==> src/rtl/sd_input_skid.sv <==
// Receiving end of an srdy/drdy channel: a two-entry skid buffer whose outputs
// (c_drdy, ip_srdy, ip_data, usage) all come straight from flops.
module sd_input_skid #(
  parameter int width = 8
) (
  input  logic             clk,
  input  logic             reset_n,
  input  logic             c_srdy,
  output logic             c_drdy,
  input  logic [width-1:0] c_data,
  output logic             ip_srdy,
  input  logic             ip_drdy,
  output logic [width-1:0] ip_data,
  output logic [1:0]       usage
);

  typedef enum logic [1:0] {
    EMPTY = 2'd0,
    ONE   = 2'd1,
    FULL  = 2'd2
  } state_t;

  state_t state, nxt_state;

  logic             c_xfer, i_xfer;
  logic             load_hold, hold_from_skid, load_skid;
  logic [width-1:0] hold_q, skid_q;

  assign c_xfer = c_srdy & c_drdy;
  assign i_xfer = ip_srdy & ip_drdy;

  // NOTE: every signal written here gets a default first, so no path through
  // the case statement can leave one unassigned and infer a latch.
  always_comb begin
    nxt_state      = state;
    load_hold      = 1'b0;
    hold_from_skid = 1'b0;
    load_skid      = 1'b0;
    case (state)
      ONE: begin
        if (c_xfer && !i_xfer) begin
          nxt_state = FULL;
          load_skid = 1'b1;
        end else if (!c_xfer && i_xfer) begin
          nxt_state = EMPTY;
        end else if (c_xfer && i_xfer) begin
          load_hold = 1'b1;
        end
      end
      FULL: begin
        // c_drdy is low here, so only a drain can happen.
        if (i_xfer) begin
          nxt_state      = ONE;
          load_hold      = 1'b1;
          hold_from_skid = 1'b1;
        end
      end
      default: begin
        // EMPTY, and the unused encoding 3 which recovers as if EMPTY.
        if (c_xfer) begin
          nxt_state = ONE;
          load_hold = 1'b1;
        end else begin
          nxt_state = EMPTY;
        end
      end
    endcase
  end

  // NOTE: sequential state uses non-blocking assignments so every flop samples
  // the pre-edge values regardless of the order of statements.
  always_ff @(posedge clk or negedge reset_n) begin
    if (!reset_n) begin
      state   <= EMPTY;
      c_drdy  <= 1'b1;
      ip_srdy <= 1'b0;
    end else begin
      state   <= nxt_state;
      c_drdy  <= (nxt_state != FULL);
      ip_srdy <= (nxt_state != EMPTY);
    end
  end

  // NOTE: the data registers are deliberately not reset; their contents are
  // qualified by ip_srdy/state, and leaving them unreset keeps reset fan-out low.
  always_ff @(posedge clk) begin
    if (load_hold) hold_q <= hold_from_skid ? skid_q : c_data;
    if (load_skid) skid_q <= c_data;
  end

  assign ip_data = hold_q;
  assign usage   = state;

endmodule
==> config.mk <==
export PLATFORM = sky130hd
export DESIGN_NAME = sd_input_skid
export DESIGN_NICKNAME = d
export VERILOG_FILES = /design/src/rtl/sd_input_skid.sv
export SDC_FILE = /design/constraint.sdc
export NUM_CORES = 1
export LEC_CHECK = 0
export CAP_MARGIN = 5
export CELL_PAD_IN_SITES_DETAIL_PLACEMENT = 1
export CELL_PAD_IN_SITES_GLOBAL_PLACEMENT = 2
export CORE_MARGIN = 5
export CORE_UTILIZATION = 33
export CTS_BUF_LIST = sky130_fd_sc_hd__clkbuf_8 sky130_fd_sc_hd__clkbuf_16
export DETAILED_ROUTE_END_ITERATION = 6
export GPL_ROUTABILITY_DRIVEN = 0
export PLACE_DENSITY_LB_ADDON = 0.1
export SLEW_MARGIN = 20
export SYNTH_ARGS = -nofsm -noshare
export SYNTH_HDL_FRONTEND = slang
export SYNTH_SLANG_ARGS = --single-unit
==> constraint.sdc <==
create_clock -name clk -period 4.5 [get_ports clk]
set_clock_uncertainty 0.1 [all_clocks]
set_input_delay 0.675 -clock clk [delete_from_list [all_inputs] [get_ports clk]]
set_output_delay 0.675 -clock clk [all_outputs]
set_load 0.02 [all_outputs]
-- Yosys cells after proc, flatten, opt, wreduce, memory -nomap -nowiden
Cells that the tools add are included.
Widths: inputs -> output; s select.
- flip-flop bits (word level): 20
- bits of input ports: 12
- output and inout port bits: 12
- logic and storage cells: 31
- equality and inequality tests: 3
- muxes and demuxes: 15
- bitwise logic cells: 2
- reductions and logical operators: 6
- operators with widths (kind ; number):
    $mux 1 ; 9
    $mux 8 ; 1
    $mux 2 ; 3
    $pmux 2 s2 ; 1
    $logic_and 1x1->1 ; 3
    $and 1x1->1 ; 2
    $eq 2x1->1 const B ; 1
    $eq 2x2->1 const B ; 1
    $logic_not 1->1 ; 2
    $ne 2x2->1 const B ; 1
    $pmux 1 s2 ; 1
    $reduce_bool 2->1 ; 1

-- Logic depth before layout (Yosys ltp)
Gate-level depths: netlist of run 1.
- depth in word-level cells: 7
- gate-level depth with buffers: 6
- mapped depth without buffers: 6

-- Worst setup path after synthesis of run 1
Ideal clock, no wire load.
- kind: reg2reg
- start: reg state[0] (netlist: usage[0])
- end: reg hold_q[0] (netlist: ip_data[0]) (enable)
- library setup time: 384 ps
- arrival time: 1742 ps
- data required time: 4016 ps
- slack: 2274 ps
- cell stages (with the launch flop): 6
- buffers on the path: 0
- clock period less this slack: 2226 ps
- cells stage by stage: dfrtp_1 > inv_1 > ha_1 > nor2b_1 > a21oi_1 > o21ai_0
- word-level cells in the longest chain between the ends: 2
- elaborated cells between the ends (all ways): 3
- classes of those cells: 2 x eq/ne; 1 x mux
- ends and longest elaborated chain (element ; RTL line ; source):
    start, declared ; 23 ; state_t state, nxt_state;
    start signal, assigned ; 78 ; state <= nxt_state;
    $eq 2x2->1 / $eq 2x1->1 (equally long branches) ; 39 ; case (state)
    $pmux 1 s2 (*) ; 39 ;
    named net load_hold ; 26 ; logic load_hold, hold_from_skid, load_skid;
    end signal, assigned ; 87 ; if (load_hold) hold_q <= hold_from_skid ? skid_q : c_data;
    end, declared ; 27 ; logic [width-1:0] hold_q, skid_q;
Mark *: on every way through the listed nets, which the timed path passes. The rest lies on a longest branch.
A chain may end at the register's enable or synchronous reset.

-- Worst setup path in the final report of run 1
- start: in c_srdy
- end: reg hold_q[5] (netlist: ip_data[5]) (enable)
- word-level cells in the longest chain between the ends: 6
- elaborated cells between the ends (all ways): 10
- classes of those cells: 5 x mux; 1 x bitwise; 4 x reduce/logical
- ends and longest elaborated chain (element ; RTL line ; source):
    start, declared ; 8 ; input logic c_srdy,
    $and 1x1->1 (*) ; 29 ; assign c_xfer = c_srdy & c_drdy;
    $logic_and 1x1->1 / $logic_not 1->1 (equally long branches) ; 46, 44 ;
    $mux 1 / $logic_and 1x1->1 (equally long branches) ; 46, 44 ;
    $mux 1 ; 44 ; end else if (!c_xfer && i_xfer) begin
    $mux 1 ; 41 ; if (c_xfer && !i_xfer) begin
    $pmux 1 s2 (*) ; 39 ;
    named net load_hold ; 26 ;
Marked as above.

==> results of run 1 <==
==> logic make-up after synthesis <==
| logic type | share of synthesized area, % |
|---|---|
| buf+inv | 2.171 |
| mux | 10.42 |
| simple gates | 9.409 |
| fa+ha+maj | 4.196 |
| compound gates | 6.511 |
| flops | 67.29 |
==> flip-flops by register name (all words and copies together) (netlist names) <==
signal / cells
usage: 2
c_drdy: 1
skid_q: 8
ip_data: 8
ip_srdy: 1
==> synthesized netlist by cell type, drive strengths merged <==
cell type,instances,area [µm²]
inv,2,7.510
or4,1,11.26
o221ai,1,15.01
edfxtp,16,480.5
mux2,8,90.09
a21oi,1,5.000
dfstp,1,26.28
a31oi,2,12.51
nor2,2,7.510
dfrtp,3,75.07
and2,2,15.02
ha,2,25.02
or2,1,6.260
buf,1,11.26
o21ai,3,15.01
maj3,1,11.26
nand2,5,18.77
nor2b,1,6.260
nor3,1,10.01
and3,1,6.260
o31a,1,8.760
==> cell type report <==
type	count	area share [%]
Sequential cell	20	48.79
Multi-Input combinational cell	33	22.14
Timing Repair Buffer	23	19.31
Clock buffer	3	3.463
Tap cell	30	3.148
Clock inverter	1	2.518
Inverter	2	0.6296
==> metrics by stage <==
step	utilization, %	setup slack [ps]
finish	47.70	2270
global route	47.70	2177
CTS	47.70	1958
detailed placement	44.84	1679
global placement	44.84	1770
floorplan	-	2274
==> path summary, 6_finish.rpt <==
kind | cells after the start | endpoint | from
hold reg to reg | 1 | ip_data[2]$_DFFE_PP_ | skid_q[2]$_DFFE_PP_
min in group asynchronous | 1 | usage[1]$_DFF_PN0_ | reset_n
hold / removal | 1 | ip_data[2]$_DFFE_PP_ | skid_q[2]$_DFFE_PP_
setup / recovery | 4 | ip_data[5]$_DFFE_PP_ | c_srdy
max in group asynchronous | 1 | c_drdy$_DFF_PN1_ | reset_n
setup reg to reg | 5 | ip_data[5]$_DFFE_PP_ | usage[0]$_DFF_PN0_
==> per-layer routing <==
layer | vias to the layer above | wire length (µm) | part of all wire (%)
met1 | 255 | 713 | 43
met2 | 16 | 757 | 46
met3 | 5 | 137 | 8.3
met5 | - | 0 | 0
li1 | 262 | - | -
met4 | 0 | 38 | 2.3
==> power by group <==
group	internal [mW]	leakage (nW)	total, mW	switching, mW
Combinational	0.102	0.192	0.231	0.129
Sequential	0.259	0.199	0.280	0.0211
Clock	0.119	0.0357	0.177	0.0586
==> summary.txt, run 1 <==
Floorplan
  – Io pins: 24
  – Core ar.: 2500 µm²
  – Die extent in y: 61.19 µm
  – Initial Util: 34.58%
  – Rows: 18
  – Die Wd: 61.19 µm
  – Die ar.: 3744 µm²

Clocking
  – TritonCTS clock tree: done
  – Setup bufs post-CTS: 0
  – Post-cts sizing count: 0
  – CTS hold repair buffers: 0
  – Deepest clock path buffer count: 2
  – CTS clock-pin slew for the worst setup and hold paths: 70 ps
  – Clk_lat worst skew: 260 ps
  – Num CTS Buffers: 3
  – Clk root buf: clkbuf_8
  – Clock sinks: 20
  – Htree depth: 1

Worst setup path
  – Setup CP Type: in -> reg
  – Critical Path RT: 4290 ps
  – Worst setup SP type: input pin
  – Crit path max-delay cell type: o21ai_1
  – Max incr delay on CP: 580 ps
  – Worst EP arrival: 2020 ps
  – Crit path buf inv count: 1
  – Crit Path Max Fanout: 8
  – Largest delay share family, worst path: compound AO/OA/AOI/OAI gates
  – Crit path cell chain: clkdlybuf4s50_1 -> and2_1 -> a21oi_1 -> o21ai_1
  – R2R setup slack: 2380 ps
  – Critical path endpoint category: flip-flop

Cells and area
  – Most frequent cells in the layout: 23 x clkdlybuf4s50_1, 16 x edfxtp_1, 8 x mux2_2
  – Layout area overhead: 37.92%
  – Post-route cell area: 1192 µm²
  – Layout cells sized above 1: 21.95%
  – Leading cell type in the layout, fill and taps excluded: clkdlybuf4s50_1
  – Ant. Diodes: 0
  – Layout Cells excl Fill: 112
  – Final nets: 97
  – Fillers: 266
  – FF/Latch Area: 581.8 µm²
  – Area taken by multi-input logic gates: 264.0 µm²

STA
  – FMAX: 448.3 MHz
  – Final setup viols: 0
  – Fin. Hold Viols: 0
  – Worst-margin pin slew: 723.0 ps
  – Hold_ws: 456.3 ps
  – Setup tns final: 0 ps
  – Max_slew headroom: 51.47%
  – Tcrit/Tclk final: 49.57%
  – Final slew viol count: 0
  – Fin crit period: 2230 ps
  – RSZ-0062 raised after global routing: no

Yosys
  – Distinct cells, synth: 23
  – Post-Syn Area: 864.6 µm²
  – Register area share after synthesis: 67.29%
  – Cells after synthesis: 56
  – Synthesis-stage register bit count: 20
  – Synth warn: 0
  – Post-Syn Area per Cell: 15.44 µm²
  – Syn nets: 70

GRT
  – Largest net degree at the start of global routing: 13
  – First-pass GRT wire length: 2532 µm
  – Grt ovf: 0
  – M3 GR Usage: 3.564%
  – GRT Overall Usage: 9.812%
  – Met1 usage: 11.83%
  – Initial antenna violation count: 0
  – Top Usage Layer GRT: met2
  – Vias in the first global route: 545
  – Met2 Use GR: 14.65%

Run status
  – Status: complete, no violations

Power
  – Overall power: 688.0 µW
  – Maximum VDD drop: 0.0002722 V
  – P_leak: 0.4261 nW
  – Power Density: 577.0 nW/µm²

Drt
  – DRC viols: 0
  – Vias: 538
  – Pre-antenna DRT Iters: 4
  – Routed wire length: 1646 µm
  – Drt initial violations: 4
  – Antenna-violating nets left: 0
  – Routed wire per std cell: 14.70 µm
  – Via density: 4.804

Placed design
  – Port-buffer cells: 23
  – DP HPWL: 1244 µm
  – Placed Cells: 108
  – Placed cell area: 1121 µm²

Min path
  – Hold Path Class: reg -> reg

Flow run
  – Max Cap Viol: 0
Note: power is estimated with default switching activity, not from simulation.
==> run 2, diff against run 1 <==
- CORE_UTILIZATION: 33 -> 31
- clock period: 4.5 -> 2.2 ns (I/O delays scaled with it)
==> run 2 against run 1 <==
Against the previous run: utilization shrank 3.4 points; critical path depth increased by 1; cell count is 1.8% higher; combinational power up 110%; setup slack worse by 1900 ps; largest cell class unchanged; sequential cell count is the same; critical path type is now reg -> reg.
==> summary.txt, run 2 (same netlist as run 1, synthesis figures left out) <==
Run status
  – Status: complete, no violations (unchanged)

STA
  – Final setup viols: 0 (unchanged)
  – RSZ-0062 raised after global routing: no (unchanged)
  – Fin. Hold Viols: 0 (unchanged)
  – Max_slew headroom: 72.60% (was 51.47%)
  – Setup tns final: 0 ps (unchanged)
  – Final slew viol count: 0 (unchanged)
  – Worst-margin pin slew: 411.0 ps (was 723.0 ps)
  – Fin crit period: 1846 ps
  – Tcrit/Tclk final: 83.91%
  – FMAX: 541.7 MHz

Floorplan
  – Die ar.: 3945 µm² (was 3744 µm²)
  – Initial Util: 31.90% (was 34.58%)
  – Die Wd: 62.81 µm (was 61.19 µm)
  – Io pins: 24 (unchanged)
  – Rows: 19 (was 18)
  – Core ar.: 2710 µm² (was 2500 µm²)
  – Die extent in y: 62.81 µm (was 61.19 µm)

GRT
  – First-pass GRT wire length: 2787 µm (was 2532 µm)
  – Vias in the first global route: 602 (was 545)
  – Initial antenna violation count: 0 (unchanged)
  – Grt ovf: 0 (unchanged)
  – Largest net degree at the start of global routing: 13 (unchanged)
  – GRT Overall Usage: 8.797% (was 9.812%)

Worst setup path
  – R2r startpoint: usage[0]$_DFF_PN0_ (unchanged)
  – Worst setup SP type: flip-flop (was input pin)
  – Worst r2r dst: ip_srdy$_DFF_PN0_ (was ip_data[5]$_DFFE_PP_)
  – Crit Path Max Fanout: 7 (was 8)
  – Worst EP arrival: 1940 ps (was 2020 ps)
  – R2r worst-path depth: 5 (unchanged)
  – Critical Path RT: 2290 ps (was 4290 ps)
  – Critical path endpoint category: flip-flop (unchanged)
  – Setup CP Type: reg -> reg (was in -> reg)
  – R2R setup slack: 350 ps (was 2380 ps)

Drt
  – Via density: 4.833 (was 4.804)
  – DRC viols: 0 (unchanged)
  – Drt initial violations: 13 (was 4)
  – Pre-antenna DRT Iters: 2 (was 4)
  – Vias: 551 (was 538)
  – Routed wire length: 1672 µm (was 1646 µm)
  – Routed wire per std cell: 14.67 µm (was 14.70 µm)
  – Antenna-violating nets left: 0 (unchanged)

Power
  – P_leak: 0.4311 nW (was 0.4261 nW)
  – Comb power frac: 34.5% (was 33.6%)
  – Sequential share of power: 40.2% (was 40.7%)
  – Switching power: 431.5 µW (was 208.6 µW)
  – Power Density: 1184 nW/µm² (was 577.0 nW/µm²)
  – Power Internal: 990.2 µW (was 479.5 µW)
  – Sw Share: 30.35% (was 30.31%)
  – Overall power: 1.422 mW (was 688.0 µW)
  – Maximum VDD drop: 0.0006640 V (was 0.0002722 V)
  – Clock power frac: 25.3% (was 25.8%)

Clocking
  – Setup bufs post-CTS: 0 (unchanged)
  – Htree depth: 1 (unchanged)
  – Deepest clock path buffer count: 2 (unchanged)
  – TritonCTS clock tree: done (unchanged)
  – Post-cts sizing count: 0 (unchanged)
  – Num CTS Buffers: 3 (unchanged)
  – Clock sinks: 20 (unchanged)
  – CTS hold repair buffers: 0 (unchanged)
  – Clk root buf: clkbuf_8 (unchanged)
  – CTS clock-pin slew for the worst setup and hold paths: 70 ps (about the same)
  – Clk_lat worst skew: 250 ps (was 260 ps)

Cells and area
  – Fillers: 286 (was 266)
  – Leading cell type in the layout, fill and taps excluded: clkdlybuf4s50_1 (unchanged)
  – Final nets: 98 (was 97)
  – Ant. Diodes: 0 (unchanged)
  – Most frequent cells in the layout: 23 x clkdlybuf4s50_1, 16 x edfxtp_1, 8 x mux2_2 (unchanged)
  – Layout cells sized above 1: 22.89% (was 21.95%)
  – Layout area overhead: 38.93% (was 37.92%)

Min path
  – Hold Path Class: in -> async (was reg -> reg)

Placed design
  – Port-buffer cells: 23 (unchanged)
  – DP HPWL: 1305 µm (was 1244 µm)

Flow run
  – Max Cap Viol: 0 (unchanged)
## run 2: cell count changes in the layout (fill, tap and decap cells not counted)
cell and delta:
buf_4 +1
## run 2: power by group through the flow
stage | logic [mW] | clock network, mW | registers (mW)
2_1_floorplan | 0.206 | 0 | 0.659
3_3_place_gp | 0.500 | 0 | 0.580
3_5_place_dp | 0.497 | 0 | 0.583
4_1_cts | 0.499 | 0.371 | 0.575
5_1_grt | 0.529 | 0.383 | 0.585
6_report | 0.490 | 0.360 | 0.572
## run 2: cell type report
| class | count | area [µm²] | share of cell area [%] |
|---|---|---|---|
| flip-flops and latches | 20 | 581.8 | 48.44 |
| multi-input cells | 33 | 264.0 | 21.98 |
| repair buffers | 24 | 237.7 | 19.79 |
| clock buffers | 3 | 41.29 | 3.438 |
| well taps | 31 | 38.79 | 3.229 |
| clock inverters | 1 | 30.03 | 2.500 |
| inverters | 2 | 7.507 | 0.6250 |
## run 2: worst max path at each step
stage                       startpoint              endpoint  slack, ps  cells past startpoint
detailed placement             ip_drdy  ip_data[7]$_DFFE_PP_        210                      4
global placement               ip_drdy  ip_data[5]$_DFFE_PP_        240                      4
CTS                 usage[0]$_DFF_PN0_     ip_srdy$_DFF_PN0_        340                      5
floorplan           usage[0]$_DFF_PN0_  ip_data[0]$_DFFE_PP_        190                      5
global route        usage[0]$_DFF_PN0_     ip_srdy$_DFF_PN0_        280                      5
finish              usage[0]$_DFF_PN0_     ip_srdy$_DFF_PN0_        350                      5
## run 2: per-stage QoR
step / util [%] / cells / area [µm²] / hold slack, ps / setup slack, ps
4_1_cts: 44.32 / 114 / 1201 / 167.7 / 341.6
3_5_place_dp: 41.69 / 110 / 1130 / 437.8 / 207.3
6_report: 44.32 / 114 / 1201 / 168.2 / 353.9
2_1_floorplan: - / 56 / 864.6 / -65.59 / 190.7
3_3_place_gp: 41.69 / 110 / 1130 / 433.0 / 241.7
5_1_grt: 44.32 / 114 / 1201 / 174.2 / 276.7
## run 2: layer usage
layer	global-route usage [%]	part of all wire [%]	vias up
met3	3.058	6.5	2
met2	15.16	51	11
li1	-	-	264
met5	0	0	-
met4	3.183	1.1	0
met1	9.966	42	274
## run 2: worst max-delay path: stages, from the launching register on
cell	delay [ps]
dfrtp_1	440
inv_1	70
ha_1	410
or4_4	570
o221ai_2	80
or2_1	130
==> run 3, diff against run 2 <==
- CORE_UTILIZATION: 31 -> 28
- clock period: 2.2 -> 1.65 ns (I/O delays scaled with it)
==> run 3 against run 2 <==
Against the previous run: fmax increased by 15%; sequential cell count stayed put; design area increased by 7.0%; clock power shrank 11%; register-to-register slack got worse by 300 ps; combinational power rose by 76%; global-route usage grew 0.51 points; via count rose by 4.5%; clock-buffer cell count unchanged; total power is 37% higher; critical endpoint unchanged; highest routed layer unchanged.
==> summary.txt, run 3 (same netlist as run 1, synthesis figures left out) <==
Run status
  – Status: complete, no violations (unchanged)

Worst setup path
  – Largest delay share family, worst path: simple AND/OR/NAND/NOR gates (unchanged)
  – Worst setup SP type: flip-flop (unchanged)
  – Crit path cell chain: ha_4 -> or4_4 -> o221ai_2 -> or2_1 (was inv_1 -> ha_1 -> or4_4 -> o221ai_2 -> or2_1)
  – Crit Path Max Fanout: 5 (was 7)
  – Critical path depth: 4 (was 5)
  – R2r startpoint: usage[1]$_DFF_PN0_ (was usage[0]$_DFF_PN0_)
  – Worst EP arrival: 1700 ps (was 1940 ps)
  – Setup CP Type: reg -> reg (unchanged)
  – Critical path endpoint category: flip-flop (unchanged)
  – Max incr delay on CP: 530 ps (was 570 ps)
  – R2r worst-path depth: 4 (was 5)
  – Crit path buf inv count: 0 (was 1)
  – Worst r2r dst: ip_srdy$_DFF_PN0_ (unchanged)
  – Worst setup path startpoint: usage[1]$_DFF_PN0_ (was usage[0]$_DFF_PN0_)
  – R2R setup slack: 50 ps (was 350 ps)
  – Worst Setup EP: ip_srdy$_DFF_PN0_ (unchanged)
  – Crit path max-delay cell type: or4_4 (unchanged)
  – Critical Path RT: 1750 ps (was 2290 ps)

STA
  – Tcrit/Tclk final: 96.87% (was 83.91%)
  – Hold_ws: 92.41 ps (was 168.2 ps)
  – RSZ-0062 raised after global routing: yes (was no)
  – Worst setup margin: 51.59 ps (was 353.9 ps)
  – FMAX: 625.6 MHz (was 541.7 MHz)
  – Fin. Hold Viols: 0 (unchanged)
  – Final slew viol count: 0 (unchanged)
  – Final setup viols: 0 (unchanged)
  – Fin crit period: 1598 ps (was 1846 ps)
  – Setup tns final: 0 ps (unchanged)
  – Max_slew headroom: 85.36% (was 72.60%)
  – Worst-margin pin slew: 219.0 ps (was 411.0 ps)

Clocking
  – Clock sinks: 20 (unchanged)
  – Htree depth: 1 (unchanged)
  – CTS hold repair buffers: 0 (unchanged)
  – Deepest clock path buffer count: 2 (unchanged)
  – Clk_lat worst skew: 250 ps (about the same)
  – Clk root buf: clkbuf_8 (unchanged)
  – CTS clock-pin slew for the worst setup and hold paths: 70 ps (about the same)
  – TritonCTS clock tree: done (unchanged)
  – Num CTS Buffers: 3 (unchanged)

Cells and area
  – Leading cell type in the layout, fill and taps excluded: clkdlybuf4s50_1 (unchanged)
  – Layout Cells excl Fill: 123 (was 114)
  – Layout cells sized above 1: 36.67% (was 22.89%)
  – Layout area overhead: 48.62% (was 38.93%)
  – Ant. Diodes: 0 (unchanged)
  – Final nets: 105 (was 98)
  – Most frequent cells in the layout: 20 x clkdlybuf4s50_1, 16 x edfxtp_1, 8 x mux2_2 (was 23 x clkdlybuf4s50_1, 16 x edfxtp_1, 8 x mux2_2)

Drt
  – Via density: 4.683 (was 4.833)
  – DRC viols: 0 (unchanged)
  – Routed wire per std cell: 14.46 µm (was 14.67 µm)
  – Drt initial violations: 3 (was 13)
  – Vias: 576 (was 551)
  – Max Used Layer: met4 (unchanged)
  – M1 WL: 722 µm (was 695 µm)
  – Routed wire length: 1779 µm (was 1672 µm)
  – Met2 WL: 931 µm (was 849 µm)
  – Detailed-routed wire length on met3: 106 µm (was 108 µm)
  – Antenna-violating nets left: 0 (unchanged)
  – Pre-antenna DRT Iters: 2 (unchanged)

GRT
  – GRT Overall Usage: 9.307% (was 8.797%)
  – Vias in the first global route: 636 (was 602)
  – Largest net degree at the start of global routing: 12 (was 13)
  – First-pass GRT wire length: 2925 µm (was 2787 µm)
  – Grt ovf: 0 (unchanged)
  – Initial antenna violation count: 0 (unchanged)

Placed design
  – Post-place setup slack: -133.3 ps (was 207.3 ps)
  – Port-buffer cells: 23 (unchanged)
  – DP HPWL: 1372 µm (was 1305 µm)
  – Placed Cells: 118 (was 110)

Floorplan
  – Io pins: 24 (unchanged)
  – Initial Util: 28.79% (was 31.90%)
  – Die Wd: 65.57 µm (was 62.81 µm)
  – Die extent in y: 65.57 µm (was 62.81 µm)
  – Core ar.: 3003 µm² (was 2710 µm²)
  – Rows: 20 (was 19)
  – Die ar.: 4299 µm² (was 3945 µm²)

Power
  – Maximum VDD drop: 0.0006250 V (was 0.0006640 V)
  – P_leak: 0.4652 nW (was 0.4311 nW)
  – Power Density: 1511 nW/µm² (was 1184 nW/µm²)

Flow run
  – Max Cap Viol: 0 (unchanged)

Min path
  – Hold Path Class: in -> async (unchanged)
run 3: layer usage:
metal / global-route usage, % / vias up
met5: 0 / -
met4: 5.440 / 0
met3: 2.393 / 4
met2: 17.19 / 14
met1: 9.275 / 278
li1: - / 280
run 3: power by group:
| part | internal (mW) | leakage (nW) | total (mW) | switching, mW |
|---|---|---|---|---|
| sequential | 0.707 | 0.196 | 0.758 | 0.0514 |
| combinational | 0.439 | 0.246 | 0.863 | 0.424 |
| clock | 0.165 | 0.0231 | 0.320 | 0.154 |
| total | 1.31 | 0.465 | 1.94 | 0.630 |
run 3: worst min path at each step:
stage | start | endpoint | slack [ps] | cells after the start
3_5_place_dp | reset_n | ip_srdy$_DFF_PN0_ | 370 | 1
5_1_grt | reset_n | ip_srdy$_DFF_PN0_ | 100 | 1
6_report | reset_n | ip_srdy$_DFF_PN0_ | 90 | 1
3_3_place_gp | reset_n | ip_srdy$_DFF_PN0_ | 370 | 1
4_1_cts | reset_n | ip_srdy$_DFF_PN0_ | 90 | 1
2_1_floorplan | reset_n | ip_srdy$_DFF_PN0_ | -150 | 0
run 3: final cells by class:
type                            instances  area (µm²)
Timing Repair Buffer                   31       311.5
Multi-Input combinational cell         33       295.3
Clock buffer                            3       41.29
Tap cell                               33       41.29
Clock inverter                          1       3.754
Sequential cell                        20       584.3
Inverter                                2       7.507
Fill cell                             330        1718
run 3: repair_timing:
item	4_1_cts	5_1_grt
resized for setup	3	3
pin swaps	0	1
hold endpoints to repair	0	0
endpoints found under the setup margin	3	10
buffers inserted	0	1
run 3: per-stage QoR:
| step | util, % | cell area [µm²] | total power [mW] |
|---|---|---|---|
| final | 42.79 | 1285 | 1.942 |
| after global routing | 42.79 | 1285 | 2.061 |
| after CTS | 42.13 | 1265 | 1.928 |
| after detailed placement | 40.75 | 1224 | 1.617 |
| after global placement | 40.75 | 1224 | 1.615 |
| after floorplan | - | 885.9 | 1.198 |
